<file path="config.mk">
export PLATFORM = sky130hd
export DESIGN_NAME = code_converter_seq
export DESIGN_NICKNAME = d
export VERILOG_FILES = /design/src/rtl/code_converter_seq.sv
export SDC_FILE = /design/constraint.sdc
export NUM_CORES = 1
export LEC_CHECK = 0
export BUFFER_PORTS_ARGS = -buffer_cell sky130_fd_sc_hd__buf_2
export CAP_MARGIN = 0
export CORE_MARGIN = 2
export CORE_UTILIZATION = 55
export CTS_BUF_LIST = sky130_fd_sc_hd__clkbuf_4
export DETAILED_ROUTE_END_ITERATION = 10
export PLACE_DENSITY_LB_ADDON = 0.1
export SYNTH_ARGS = -nofsm -noshare
export SYNTH_HDL_FRONTEND = slang
export SYNTH_SLANG_ARGS = --single-unit
</file>
<file path="constraint.sdc">
create_clock -name clk -period 4.6 [get_ports clk]
set_clock_uncertainty 0.15 [all_clocks]
set_input_delay 0 -clock clk [delete_from_list [all_inputs] [get_ports clk]]
set_output_delay 0 -clock clk [all_outputs]
set_load 0.01 [all_outputs]
</file>
<file path="src/rtl/code_converter_seq.sv">
// Sequential code converter: binary->Gray, Gray->binary and iterative binary->BCD (double-dabble).
// Optional CODE_CONV_PARITY_EN adds a registered out_parity output.
module code_converter_seq #(
    parameter int N          = 8,
    parameter int BCD_DIGITS = 3
) (
    input  logic                    clk,
    input  logic                    rst_n,
    input  logic                    in_valid,
    output logic                    in_ready,
    input  logic [1:0]              in_mode,
    input  logic [N-1:0]            in_data,
    output logic                    out_valid,
    input  logic                    out_ready,
    output logic [N-1:0]            out_data,
    output logic [4*BCD_DIGITS-1:0] out_bcd,
    output logic                    out_err
`ifdef CODE_CONV_PARITY_EN
    ,
    output logic                    out_parity
`endif
);
    localparam int BW = 4 * BCD_DIGITS;
    localparam int SW = BW + N;
    localparam int CW = $clog2(N + 1);

    function automatic longint pow10(input int n);
        longint r;
        r = 1;
        for (int i = 0; i < n; i++) r = r * 10;
        return r;
    endfunction

    if (pow10(BCD_DIGITS) <= (longint'(1) << N) - 1) begin : g_bcd_width_chk
        $error("BCD_DIGITS too small to hold 2^N-1");
    end

    typedef enum logic [1:0] {IDLE, CONV, DONE} state_t;

    state_t        state_q, state_d;
    logic [SW-1:0] sh_q, sh_d;
    logic [CW-1:0] cnt_q, cnt_d;
    logic [N-1:0]  data_q, data_d;
    logic [BW-1:0] bcd_q, bcd_d;
    logic          err_q, err_d;
    logic          par_q, par_d;
    logic [SW-1:0] sh_adj, sh_shift;
    logic [N-1:0]  g2b;

    // Double-dabble step: correct digits >= 5 before the shift so they carry into the next digit.
    always_comb begin
        sh_adj = sh_q;
        for (int d = 0; d < BCD_DIGITS; d++) begin
            if (sh_q[N+4*d +: 4] >= 4'd5) sh_adj[N+4*d +: 4] = sh_q[N+4*d +: 4] + 4'd3;
        end
        sh_shift = sh_adj << 1;
    end

    always_comb begin
        g2b[N-1] = in_data[N-1];
        for (int i = N - 2; i >= 0; i--) g2b[i] = g2b[i+1] ^ in_data[i];
    end

    always_comb begin
        state_d = state_q;
        sh_d    = sh_q;
        cnt_d   = cnt_q;
        data_d  = data_q;
        bcd_d   = bcd_q;
        err_d   = err_q;
        par_d   = par_q;
        case (state_q)
            IDLE: begin
                if (in_valid) begin
                    cnt_d = '0;
                    err_d = 1'b0;
                    bcd_d = '0;
                    case (in_mode)
                        2'b00: begin
                            data_d  = in_data ^ (in_data >> 1);
                            par_d   = ^(in_data ^ (in_data >> 1));
                            state_d = DONE;
                        end
                        2'b01: begin
                            data_d  = g2b;
                            par_d   = ^g2b;
                            state_d = DONE;
                        end
                        2'b10: begin
                            sh_d    = {{BW{1'b0}}, in_data};
                            data_d  = '0;
                            par_d   = 1'b0;
                            state_d = CONV;
                        end
                        default: begin
                            data_d  = '0;
                            err_d   = 1'b1;
                            par_d   = 1'b0;
                            state_d = DONE;
                        end
                    endcase
                end
            end
            CONV: begin
                sh_d  = sh_shift;
                cnt_d = cnt_q + CW'(1);
                if (cnt_q == CW'(N - 1)) begin
                    bcd_d   = sh_shift[SW-1 -: BW];
                    par_d   = ^sh_shift[SW-1 -: BW];
                    state_d = DONE;
                end
            end
            DONE: begin
                if (out_ready) begin
                    err_d   = 1'b0;
                    cnt_d   = '0;
                    state_d = IDLE;
                end
            end
            default: state_d = IDLE;
        endcase
    end

    always_ff @(posedge clk or negedge rst_n) begin
        if (!rst_n) begin
            state_q <= IDLE;
            sh_q    <= '0;
            cnt_q   <= '0;
            data_q  <= '0;
            bcd_q   <= '0;
            err_q   <= 1'b0;
            par_q   <= 1'b0;
        end else begin
            state_q <= state_d;
            sh_q    <= sh_d;
            cnt_q   <= cnt_d;
            data_q  <= data_d;
            bcd_q   <= bcd_d;
            err_q   <= err_d;
            par_q   <= par_d;
        end
    end

    assign in_ready  = (state_q == IDLE);
    assign out_valid = (state_q == DONE);
    assign out_data  = data_q;
    assign out_bcd   = bcd_q;
    assign out_err   = err_q;
`ifdef CODE_CONV_PARITY_EN
    assign out_parity = par_q;
`else
    logic unused_par;
    assign unused_par = par_q;
`endif

endmodule
</file>
==> impl_metrics.env, run 1 <==
export IMPL_critical_path_buf_inv_count=1
export IMPL_synthesis_area_per_instance_um2=9.856
export IMPL_rows=24
export IMPL_critPathTopFamily="simple AND/OR/NAND/NOR gates"
export IMPL_boundaryPins=37
export IMPL_chipWidth_um=70.13
export IMPL_dr_first_iter_drc_count=103
export IMPL_vias=1902
export IMPL_combPwrFrac_pct=44.6
export IMPL_hp_class="in2async"
export IMPL_n_fill_cell=368
export IMPL_yosysMostFrequentCell="dfrtp_1"
export IMPL_clock_path_buffers=2
export IMPL_yosys_area_top_type="dfrtp_1"
export IMPL_final_global_route_overflow_total=0
export IMPL_switching_power_summed_over_all_nets_w=0.0006364
export IMPL_residual_antenna_violating_net_count_after_detailed_routing=0
export IMPL_achievable_frequency_mhz=377.9
export IMPL_remaining_drc_errors=0
export IMPL_clk_pin_slew_ns=0.14
export IMPL_ys_seq_elements=47
export IMPL_post_cts_resized=0
export IMPL_end_kind="flop"
export IMPL_cp_max_fo=21
export IMPL_vdd_drop_max_mv=0.3303
export IMPL_first_global_vias=1795
export IMPL_post_layout_utilization_of_the_core_pct=65.79
export IMPL_floorplan_die_height_um=70.13
export IMPL_crit_path_top_delay_cell="dlygate4sd3_1"
export IMPL_p_per_area_nw_per_um2=554.7
export IMPL_min_period_over_period_pct=57.52
export IMPL_numPortBuffers=36
export IMPL_tightestPinTransition_ns=1.020
export IMPL_global_route_wire_length_before_repair_um=8245
export IMPL_floorplan_initialDensity_pct=56.00
export IMPL_timing_final_crit_period_ns=2.646
export IMPL_rsz0062_at_grt="no"
export IMPL_clock_network_latency_to_the_later_pin_of_the_worst_skew_pair_ns=0.36
export IMPL_drive_above_1_share_pct=18.77
export IMPL_p_int_w=0.0009307
export IMPL_antenna_cell_count=0
export IMPL_synth_top_cells_by_count="dfrtp_1 (47), nand2_1 (42), o21ai_0 (19), xnor2_1 (13), nor2_1 (12)"
export IMPL_cts_buffers=5
export IMPL_synth_enable_flop_cells=0
export IMPL_postSynthCellCount=244
export IMPL_core_area_um2=4294
export IMPL_hpwl_um=3090
export IMPL_synthFlopType="dfrtp_1"
export IMPL_grt_max_degree=48
export IMPL_cts_sinks=47
export IMPL_synthDistinctLibCells=38
export IMPL_postSynthNetCount=265
export IMPL_syn_area_um2=2405
export IMPL_timing_final_setup_violations=0
export IMPL_via_per_inst=5.513
export IMPL_worstPathCellList="ha_1 > and3b_1 > mux2_2 > nand2_1 > o22ai_1 > dlygate4sd3_1"
export IMPL_cts_tree="built"
export IMPL_run_status="finished, final reports clean"
export IMPL_portion_of_the_post_synthesis_area_used_by_sequential_elements_pct=48.91
export IMPL_worstSetupPathType="reg2reg"
export IMPL_clockRootBuffer="clkbuf_4"
export IMPL_drt_wl_total_um=4664
export IMPL_postSynth_asyncResetShare_pct=100.0
export IMPL_max_stage_delay_ns=0.59
export IMPL_setup_total_negative_slack_ns=0
export IMPL_yosys_warnings=0
export IMPL_detailedRoute_firstPassIterationCount=4
export IMPL_startpoint_type="flop"
export IMPL_dieArea_um2=4918
export IMPL_wire_per_inst_um=13.52
export IMPL_sw_frac_of_total_pct=40.61
export IMPL_gp_congestion=0.7608
export IMPL_max_slew_margin_rel_pct=32.01
export IMPL_syn2layout_area_growth_pct=17.48
export IMPL_power_clock_fraction_pct=12.8
export IMPL_synth_area_leaders="dfrtp_1 (49%), nand2_1 (6.6%), xnor2_1 (4.7%), a22o_1 (4.0%), o21ai_0 (4.0%)"
export IMPL_static_leakage_power_nw=1.371
export IMPL_max_cap_violations=0
export IMPL_worstPathArrival_ns=2.74
export IMPL_worst_ep_required_time_ns=4.69
export IMPL_h_tree_lvls=2
export IMPL_r2r_slack_ns=1.95
export IMPL_netlist_area_leader_share_pct=48.91
export IMPL_overall_track_demand_over_capacity_in_global_routing_pct=20.85
export IMPL_seq_power_share_pct=42.7
export IMPL_finalHoldViolations=0
export IMPL_drv_slew=0
export IMPL_nNetsFinal=313
export IMPL_antenna_found_initial=0
==> power groups by stage <==
stage,clock [W],sequential [W],combinational [W]
4_1_cts,0.000210,0.000667,0.000702
3_3_place_gp,0,0.000671,0.000671
2_1_floorplan,0,0.000664,0.000504
5_1_grt,0.000227,0.000690,0.000796
3_5_place_dp,0,0.000674,0.000680
6_report,0.000200,0.000669,0.000698
==> cells by family after synthesis <==
group	share of synthesized area (%)
fa+ha+maj	3.642
xor+xnor	8.585
mux	2.653
flops	48.91
compound gates	18.37
simple gates	14.31
buf+inv	3.538
==> through the flow <==
step / instance area (um^2) / setup WS [ns] / std cells / hold slack, ns / power (W)
2_1_floorplan: 2405 / 2.786 / 244 / -0.4456 / 0.001169
3_5_place_dp: 2618 / 2.340 / 322 / 0.08896 / 0.001354
4_1_cts: 2825 / 1.967 / 345 / 0.2176 / 0.001579
3_3_place_gp: 2618 / 2.387 / 322 / 0.08656 / 0.001342
5_1_grt: 2825 / 1.801 / 345 / 0.2756 / 0.001712
6_report: 2825 / 1.954 / 345 / 0.1931 / 0.001567
==> path summary, 6_finish.rpt <==
| kind | start | end | cells past startpoint |
|---|---|---|---|
| setup / recovery | cnt_q[0] | state_q[1] | 6 |
| hold / removal | rst_n | out_bcd[2] | 2 |
| setup reg to reg | cnt_q[0] | state_q[1] | 6 |
| hold reg to reg | out_bcd[5] | out_bcd[5] | 2 |
| max in group asynchronous | rst_n | state_q[1] | 2 |
| min in group clk | in_data[0] | sh_q[0] | 4 |
==> layout by cell type, fill, tap and decap left out, drive strengths merged, types with 2 or more instances in the layout <==
| master | instances |
|---|---|
| a21oi | 7 |
| a22o | 11 |
| a31oi | 8 |
| a32o | 3 |
| buf | 38 |
| clkbuf | 7 |
| dfrtp | 47 |
| dlygate4sd3 | 15 |
| ha | 7 |
| inv | 10 |
| mux2 | 3 |
| mux2i | 3 |
| nand2 | 42 |
| nand2b | 6 |
| nand3 | 4 |
| nor2 | 13 |
| nor3 | 2 |
| nor3b | 3 |
| o21ai | 19 |
| o22ai | 2 |
| o31ai | 9 |
| xnor2 | 14 |
| xor2 | 6 |
==> metal layers <==
metal / routed length [um] / vias up / track usage, % / share of wire [%]
li1: - / 944 / - / -
met1: 2253 / 901 / 28.83 / 48
met2: 2151 / 53 / 32.91 / 46
met3: 226 / 4 / 5.628 / 4.8
met4: 32 / 0 / 5.128 / 0.69
met5: 0 / - / 0 / 0
==> worst register-to-register path: stages, from the launching register on <==
cell           delay (ns)
dfrtp_1              0.44
ha_1                 0.23
and3b_1              0.21
mux2_2               0.26
nand2_1              0.47
o22ai_1              0.18
dlygate4sd3_1        0.59
==> state kept, by name (all words and copies together) (netlist names) <==
name and count:
state_q 2, cnt_q 4, out_err 1, sh_q 20, out_bcd 12, out_data 8
==> cell type report <==
class,instances,area (um^2),share of cell area [%]
Timing Repair Buffer,53,345.3,12.22
Inverter,10,37.54,1.329
Tap cell,52,65.06,2.303
Sequential cell,47,1176,41.63
Multi-Input combinational cell,175,1144,40.48
Clock inverter,1,5.005,0.1771
Clock buffer,7,52.55,1.860
==> timing repair <==
item                                   CTS  global route
endpoints found under the hold margin   66             0
buffers inserted                         0             0
hold buffers                            15             0
Power figures use the tool's default switching activity.
==> run 2: changes to the inputs <==
- ABC_AREA: not set -> 1
- CORE_UTILIZATION: 55 -> 53
- clock period: 4.6 -> 2.3 ns (I/O delays scaled with it)
==> run 2 against run 1 <==
Effect of this change: routed wire length up 9.7%; cell count grew 17%; hold slack got worse by 0.11 ns; critical path depth is 8 higher; non-clock buffer count increased by 1; area after synthesis rose by 1.9%; global-route usage grew 1.3 points; synthesized cell count grew 23%; total power rose by 130%.
==> impl_metrics.env, run 2 <==
export IMPL_postSynthCellCount=299
export IMPL_numPortBuffers=36
export IMPL_vdd_drop_max_mv=0.5309
export IMPL_clock_path_buffers=2
export IMPL_postSynth_asyncResetShare_pct=100.0
export IMPL_sw_frac_of_total_pct=42.71
export IMPL_hp_class="in2async"
export IMPL_cts_sinks=47
export IMPL_core_area_um2=4414
export IMPL_layout_common_cells="nand2_1 (53), dfrtp_1 (47), inv_1 (40), buf_2 (36), o21ai_0 (28)"
export IMPL_end_kind="flop"
export IMPL_finalHoldViolations=0
export IMPL_floorplan_initialDensity_pct=55.53
export IMPL_rsz0062_at_grt="no"
export IMPL_yosys_warnings=0
export IMPL_h_tree_lvls=2
export IMPL_clock_network_latency_to_the_later_pin_of_the_worst_skew_pair_ns=0.36
export IMPL_drv_slew=0
export IMPL_max_slew_margin_rel_pct=57.81
export IMPL_syn_area_um2=2451
export IMPL_achievable_frequency_mhz=470.4
export IMPL_min_period_over_period_pct=92.43
export IMPL_cts_buffers=5
export IMPL_final_global_route_overflow_total=0
export IMPL_netlist_area_leader_share_pct=47.98
export IMPL_max_cap_violations=0
export IMPL_rows=24
export IMPL_yosys_area_top_type="dfrtp_1"
export IMPL_remaining_drc_errors=0
export IMPL_syn2layout_area_growth_pct=18.89
export IMPL_clk_pin_slew_ns=0.13
export IMPL_static_leakage_power_nw=1.446
export IMPL_cts_tree="built"
export IMPL_chipWidth_um=72.01
export IMPL_largest_reg_flops=20
export IMPL_gp_congestion=0.8680
export IMPL_antenna_cell_count=0
export IMPL_boundaryPins=37
export IMPL_synthesis_area_per_instance_um2=8.198
export IMPL_worstPathArrival_ns=2.26
export IMPL_drive_above_1_share_pct=18.41
export IMPL_residual_antenna_violating_net_count_after_detailed_routing=0
export IMPL_clockRootBuffer="clkbuf_4"
export IMPL_ys_seq_elements=47
export IMPL_grt_max_degree=48
export IMPL_antenna_found_initial=0
export IMPL_worst_r2r_path_depth=7
export IMPL_timing_final_setup_violations=0
export IMPL_detailedRoute_firstPassIterationCount=4
export IMPL_postSynthNetCount=320
export IMPL_synthFlopType="dfrtp_1"
export IMPL_worstSetupPathType="in2reg"
export IMPL_timing_final_crit_period_ns=2.126
export IMPL_worstPathCellList="dlygate4sd3_1 > buf_2 > inv_1 > nand2_1 > nand3_2 > nand2_2 > nand2_1 > nand3_2 > nand2_2 > nand2_2 > nand3_2 > dlygate4sd3_1 > nand3_1 > a31oi_1"
export IMPL_drt_wl_total_um=5115
export IMPL_seq_power_share_pct=39.1
export IMPL_p_per_area_nw_per_um2=1213
export IMPL_regMostFlops="sh_q"
export IMPL_synth_enable_flop_cells=0
export IMPL_combPwrFrac_pct=46.9
export IMPL_crit_path_top_delay_cell="dlygate4sd3_1"
export IMPL_overall_track_demand_over_capacity_in_global_routing_pct=22.18
export IMPL_tightestPinTransition_ns=0.6315
export IMPL_global_route_wire_length_before_repair_um=9156
export IMPL_p_int_w=0.002025
export IMPL_floorplan_die_height_um=72.01
export IMPL_setup_total_negative_slack_ns=0
export IMPL_startpoint_type="input port"
export IMPL_nNetsFinal=374
export IMPL_via_per_inst=5.358
export IMPL_dieArea_um2=5185
export IMPL_wire_per_inst_um=12.63
export IMPL_synth_top_cells_by_count="nand2_1 (53), dfrtp_1 (47), inv_1 (40), o21ai_0 (28), nand3_1 (25)"
export IMPL_run_status="finished, final reports clean"
export IMPL_dr_first_iter_drc_count=138
export IMPL_worst_ep_required_time_ns=2.43
export IMPL_cp_max_fo=4
export IMPL_max_stage_delay_ns=0.56
export IMPL_mostFrequentLayoutCell="nand2_1"
export IMPL_portion_of_the_post_synthesis_area_used_by_sequential_elements_pct=47.98
export IMPL_cell_count_after_placement=383
export IMPL_first_global_vias=2096
export IMPL_hpwl_um=3513
export IMPL_synth_area_leaders="dfrtp_1 (48%), nand2_1 (8.1%), inv_1 (6.1%), o21ai_0 (5.7%), nand3_1 (5.1%)"
export IMPL_synthDistinctLibCells=27
export IMPL_switching_power_summed_over_all_nets_w=0.001509
export IMPL_final_instance_count_excl_fill=405
export IMPL_power_clock_fraction_pct=14.0
export IMPL_vias=2170
export IMPL_yosysMostFrequentCell="nand2_1"
## run 2: cell count changes after synthesis, moves of 11 or more
cell     previous run  this run
xnor2_1            13         0
a22o_1             11         0
nand3_1             4        25
nand2_1            42        53
o21ai_1             0        18
inv_1              10        40
## run 2: worst max-delay path, delay by kind of cell
kind	cells	cell delay (ns)
buffers and inverters	4	1.35
and+or+nand+nor	9	0.76
AOI/OAI and AO/OA	1	0.15
## run 2: timing repair
item | in CTS | in global routing
endpoints found under the setup margin | 0 | 2
endpoints found under the hold margin | 67 | 0
setup buffers | 0 | 0
hold buffers | 16 | 0
resized for setup | 0 | 1
## run 2: worst paths after layout
kind,startpoint,endpoint,slack (ns)
max in group asynchronous,rst_n,sh_q[2],1.50
min in group clk,out_ready,state_q[1],0.30
setup reg to reg,state_q[0],out_data[6],0.30
hold / removal,rst_n,sh_q[15],0.09
setup / recovery,in_data[7],out_data[1],0.17
hold reg to reg,out_bcd[3],out_bcd[3],0.33
## run 2: routing by layer
metal	global-route usage, %	vias up	routed length, um
li1	-	1108	-
met3	3.333	8	231
met2	36.52	57	2314
met4	7.966	0	74
met1	29.98	997	2495
met5	0	-	0
## run 2: area by class of cell
| type | count | area [um^2] |
|---|---|---|
| clock buffer | 6 | 45.04 |
| clock inverter | 1 | 30.03 |
| fill | 397 | 1500 |
| inverter | 44 | 165.2 |
| multi-input combinational | 201 | 1080 |
| sequential | 47 | 1176 |
| tap | 52 | 65.06 |
| timing repair buffer | 54 | 352.8 |
## run 2: metrics by stage
step                      total power [W]  cell area [um^2]  setup WS, ns  hold slack, ns  util, %
after floorplan                  0.002543              2451        0.7508         -0.4456        -
after global placement           0.002953              2681        0.4096        -0.02102    60.74
after detailed placement         0.003017              2681        0.3116        -0.02037    60.74
after CTS                        0.003550              2917        0.1899          0.1106    66.07
after global routing             0.003881              2914       0.05419          0.1493    66.01
final                            0.003534              2914        0.1742         0.08776    66.01
## run 2: cell families after synthesis
| kind of cell | after synthesis | share of synthesized area [%] |
|---|---|---|
| AOI/OAI and AO/OA | 78 | 17.82 |
| xor gates and xnor gates | 3 | 1.072 |
| adders and majority gates | 7 | 3.573 |
| buffers and inverters | 51 | 8.269 |
| DFF | 47 | 47.98 |
| and+or+nand+nor | 113 | 21.29 |
## run 2: power groups by stage
stage	clock [W]	sequential [W]	combinational, W
after floorplan	0	0.00146	0.00108
after global placement	0	0.00139	0.00157
after detailed placement	0	0.00140	0.00162
after CTS	0.000508	0.00138	0.00166
after global routing	0.000529	0.00144	0.00191
final	0.000494	0.00138	0.00166
==> run 3: changes to the inputs <==
- CAP_MARGIN: 0 -> not set
- CORE_UTILIZATION: 53 -> 51
- CTS_BUF_LIST: sky130_fd_sc_hd__clkbuf_4 -> sky130_fd_sc_hd__clkbuf_16
- SLEW_MARGIN: not set -> 20
==> run 3 against run 2 <==
Effect of this change: non-clock buffer count is 1 lower; sequential power about the same; setup slack gained 0.050 ns; critical path depth down 7; largest cell class unchanged; first-iteration DRC count decreased by 33%; combinational power about the same; die area rose by 3.7%; clock-buffer cell count shrank 1; total power grew 8.2%; via count down 2.4%; fmax grew 2.4%; sequential cell count stayed put.
==> impl_metrics.env, run 3 (synthesis gave the netlist of run 2 again) <==
export IMPL_residual_antenna_violating_net_count_after_detailed_routing=0
export IMPL_worstSetupPathType="reg2reg"
export IMPL_startpoint_type="flop"
export IMPL_numPortBuffers=36
export IMPL_drive_above_1_share_pct=18.41
export IMPL_run_status="finished, final reports clean"
export IMPL_final_instance_count_excl_fill=407
export IMPL_grt_max_degree=48
export IMPL_drt_wl_total_um=4970
export IMPL_boundaryPins=37
export IMPL_timing_final_setup_violations=0
export IMPL_cp_endpoint="out_data[6]"
export IMPL_cts_sinks=47
export IMPL_clock_network_latency_to_the_later_pin_of_the_worst_skew_pair_ns=0.28
export IMPL_clock_path_buffers=2
export IMPL_r2r_end="out_data[6]"
export IMPL_rows=25
export IMPL_worstPathCellList="nor2_1 > inv_1 > nor2_1 > buf_4 > nand2_1 > o21ai_0 > dlygate4sd3_1"
export IMPL_worst_ep_required_time_ns=2.37
export IMPL_nNetsFinal=373
export IMPL_worst_r2r_path_depth=7
export IMPL_cts_post_setup_buffers_inserted=0
export IMPL_rsz0062_at_grt="no"
export IMPL_via_per_inst=5.204
export IMPL_chipWidth_um=73.33
export IMPL_layout_common_cells="nand2_1 (53), dfrtp_1 (47), inv_1 (40), buf_2 (36), o21ai_0 (28)"
export IMPL_worst_setup_path_startpoint="state_q[0]"
export IMPL_achievable_frequency_mhz=481.7
export IMPL_cp_max_fo=13
export IMPL_r2r_slack_ns=0.22
export IMPL_cts_tree="built"
export IMPL_end_kind="flop"
export IMPL_tightestPinTransition_ns=0.6596
export IMPL_placement_cell_area_um2=2684
export IMPL_dieArea_um2=5377
export IMPL_max_cap_violations=0
export IMPL_max_slew_margin_rel_pct=55.93
export IMPL_vias=2118
export IMPL_post_route_cell_area_um2=2995
export IMPL_floorplan_initialDensity_pct=52.24
export IMPL_antenna_cell_count=0
export IMPL_overall_track_demand_over_capacity_in_global_routing_pct=20.59
export IMPL_worstPathArrival_ns=2.14
export IMPL_path_common_cell="nor2_1"
export IMPL_min_period_over_period_pct=90.27
export IMPL_clk_pin_slew_ns=0.06
export IMPL_setup_total_negative_slack_ns=0
export IMPL_mostFrequentLayoutCell="nand2_1"
export IMPL_r2r_start="state_q[0]"
export IMPL_post_layout_utilization_of_the_core_pct=63.84
export IMPL_dr_first_iter_drc_count=92
export IMPL_vdd_drop_max_mv=0.5718
export IMPL_floorplan_die_height_um=73.33
export IMPL_p_per_area_nw_per_um2=1277
export IMPL_detailedRoute_firstPassIterationCount=4
export IMPL_regMostFlops="sh_q"
export IMPL_max_stage_delay_ns=0.57
export IMPL_final_global_route_overflow_total=0
export IMPL_crit_path_top_delay_cell="dlygate4sd3_1"
export IMPL_gp_congestion=0.8544
export IMPL_timing_final_crit_period_ns=2.076
export IMPL_h_tree_lvls=2
export IMPL_cell_count_after_placement=385
export IMPL_first_global_vias=2041
export IMPL_remaining_drc_errors=0
export IMPL_static_leakage_power_nw=1.483
export IMPL_syn2layout_area_growth_pct=22.21
export IMPL_global_route_wire_length_before_repair_um=8666
export IMPL_hp_class="in2async"
export IMPL_wire_per_inst_um=12.21
export IMPL_cts_buffers=5
export IMPL_antenna_found_initial=0
export IMPL_drv_slew=0
export IMPL_hpwl_um=3464
export IMPL_clockRootBuffer="clkbuf_16"
export IMPL_largest_reg_flops=20
export IMPL_core_area_um2=4692
export IMPL_finalHoldViolations=0
[run 3: timing repair]
item                                   4_1_cts  5_1_grt
endpoints found under the hold margin       67        0
hold buffers                                14        0
resized for setup                            0        0
[run 3: where the power goes]
| part | internal [W] | switching, W | total [W] |
|---|---|---|---|
| Sequential | 0.00120 | 0.000191 | 0.00139 |
| Combinational | 0.000592 | 0.00104 | 0.00163 |
| Clock | 0.000507 | 0.000297 | 0.000804 |
[run 3: routing by layer]
metal  track usage, %  wire length [um]
met2            35.64              2289
met1            25.82              2473
met4            6.263                53
met5                0                 0
met3            4.390               153
[run 3: final cells by class]
cell class	instances	area, um^2
Clock buffer	5	125.1
Fill cell	423	1697
Clock inverter	3	38.79
Inverter	44	165.2
Tap cell	54	67.56
Multi-Input combinational cell	201	1080
Timing Repair Buffer	53	342.8
Sequential cell	47	1176
[run 3: how the worst min path moves through the flow]
stage	start	to	slack (ns)	depth (start not counted)
floorplan	rst_n	cnt_q[0]	-0.45	0
global placement	rst_n	out_bcd[7]	-0.02	2
detailed placement	rst_n	sh_q[15]	-0.01	2
CTS	rst_n	sh_q[1]	0.22	3
global route	rst_n	out_bcd[0]	0.26	3
finish	rst_n	out_bcd[7]	0.19	3
[run 3: per-stage QoR]
step                      power (W)  setup slack [ns]  hold WS [ns]
after floorplan            0.002543            0.7508       -0.4456
after global placement     0.002957            0.3709      -0.02029
after detailed placement   0.002998            0.2852      -0.01235
after CTS                  0.003847            0.2531        0.2236
after global routing       0.004176           0.04630        0.2634
final                      0.003825            0.2238        0.1864
[run 3: critical path: cells and delay by family, from the launching register on]
kind                   cells  cell delay (ns)
and+or+nand+nor            3             0.40
DFF                        1             0.41
AOI/OAI and AO/OA          1             0.16
buffers and inverters      3             0.89
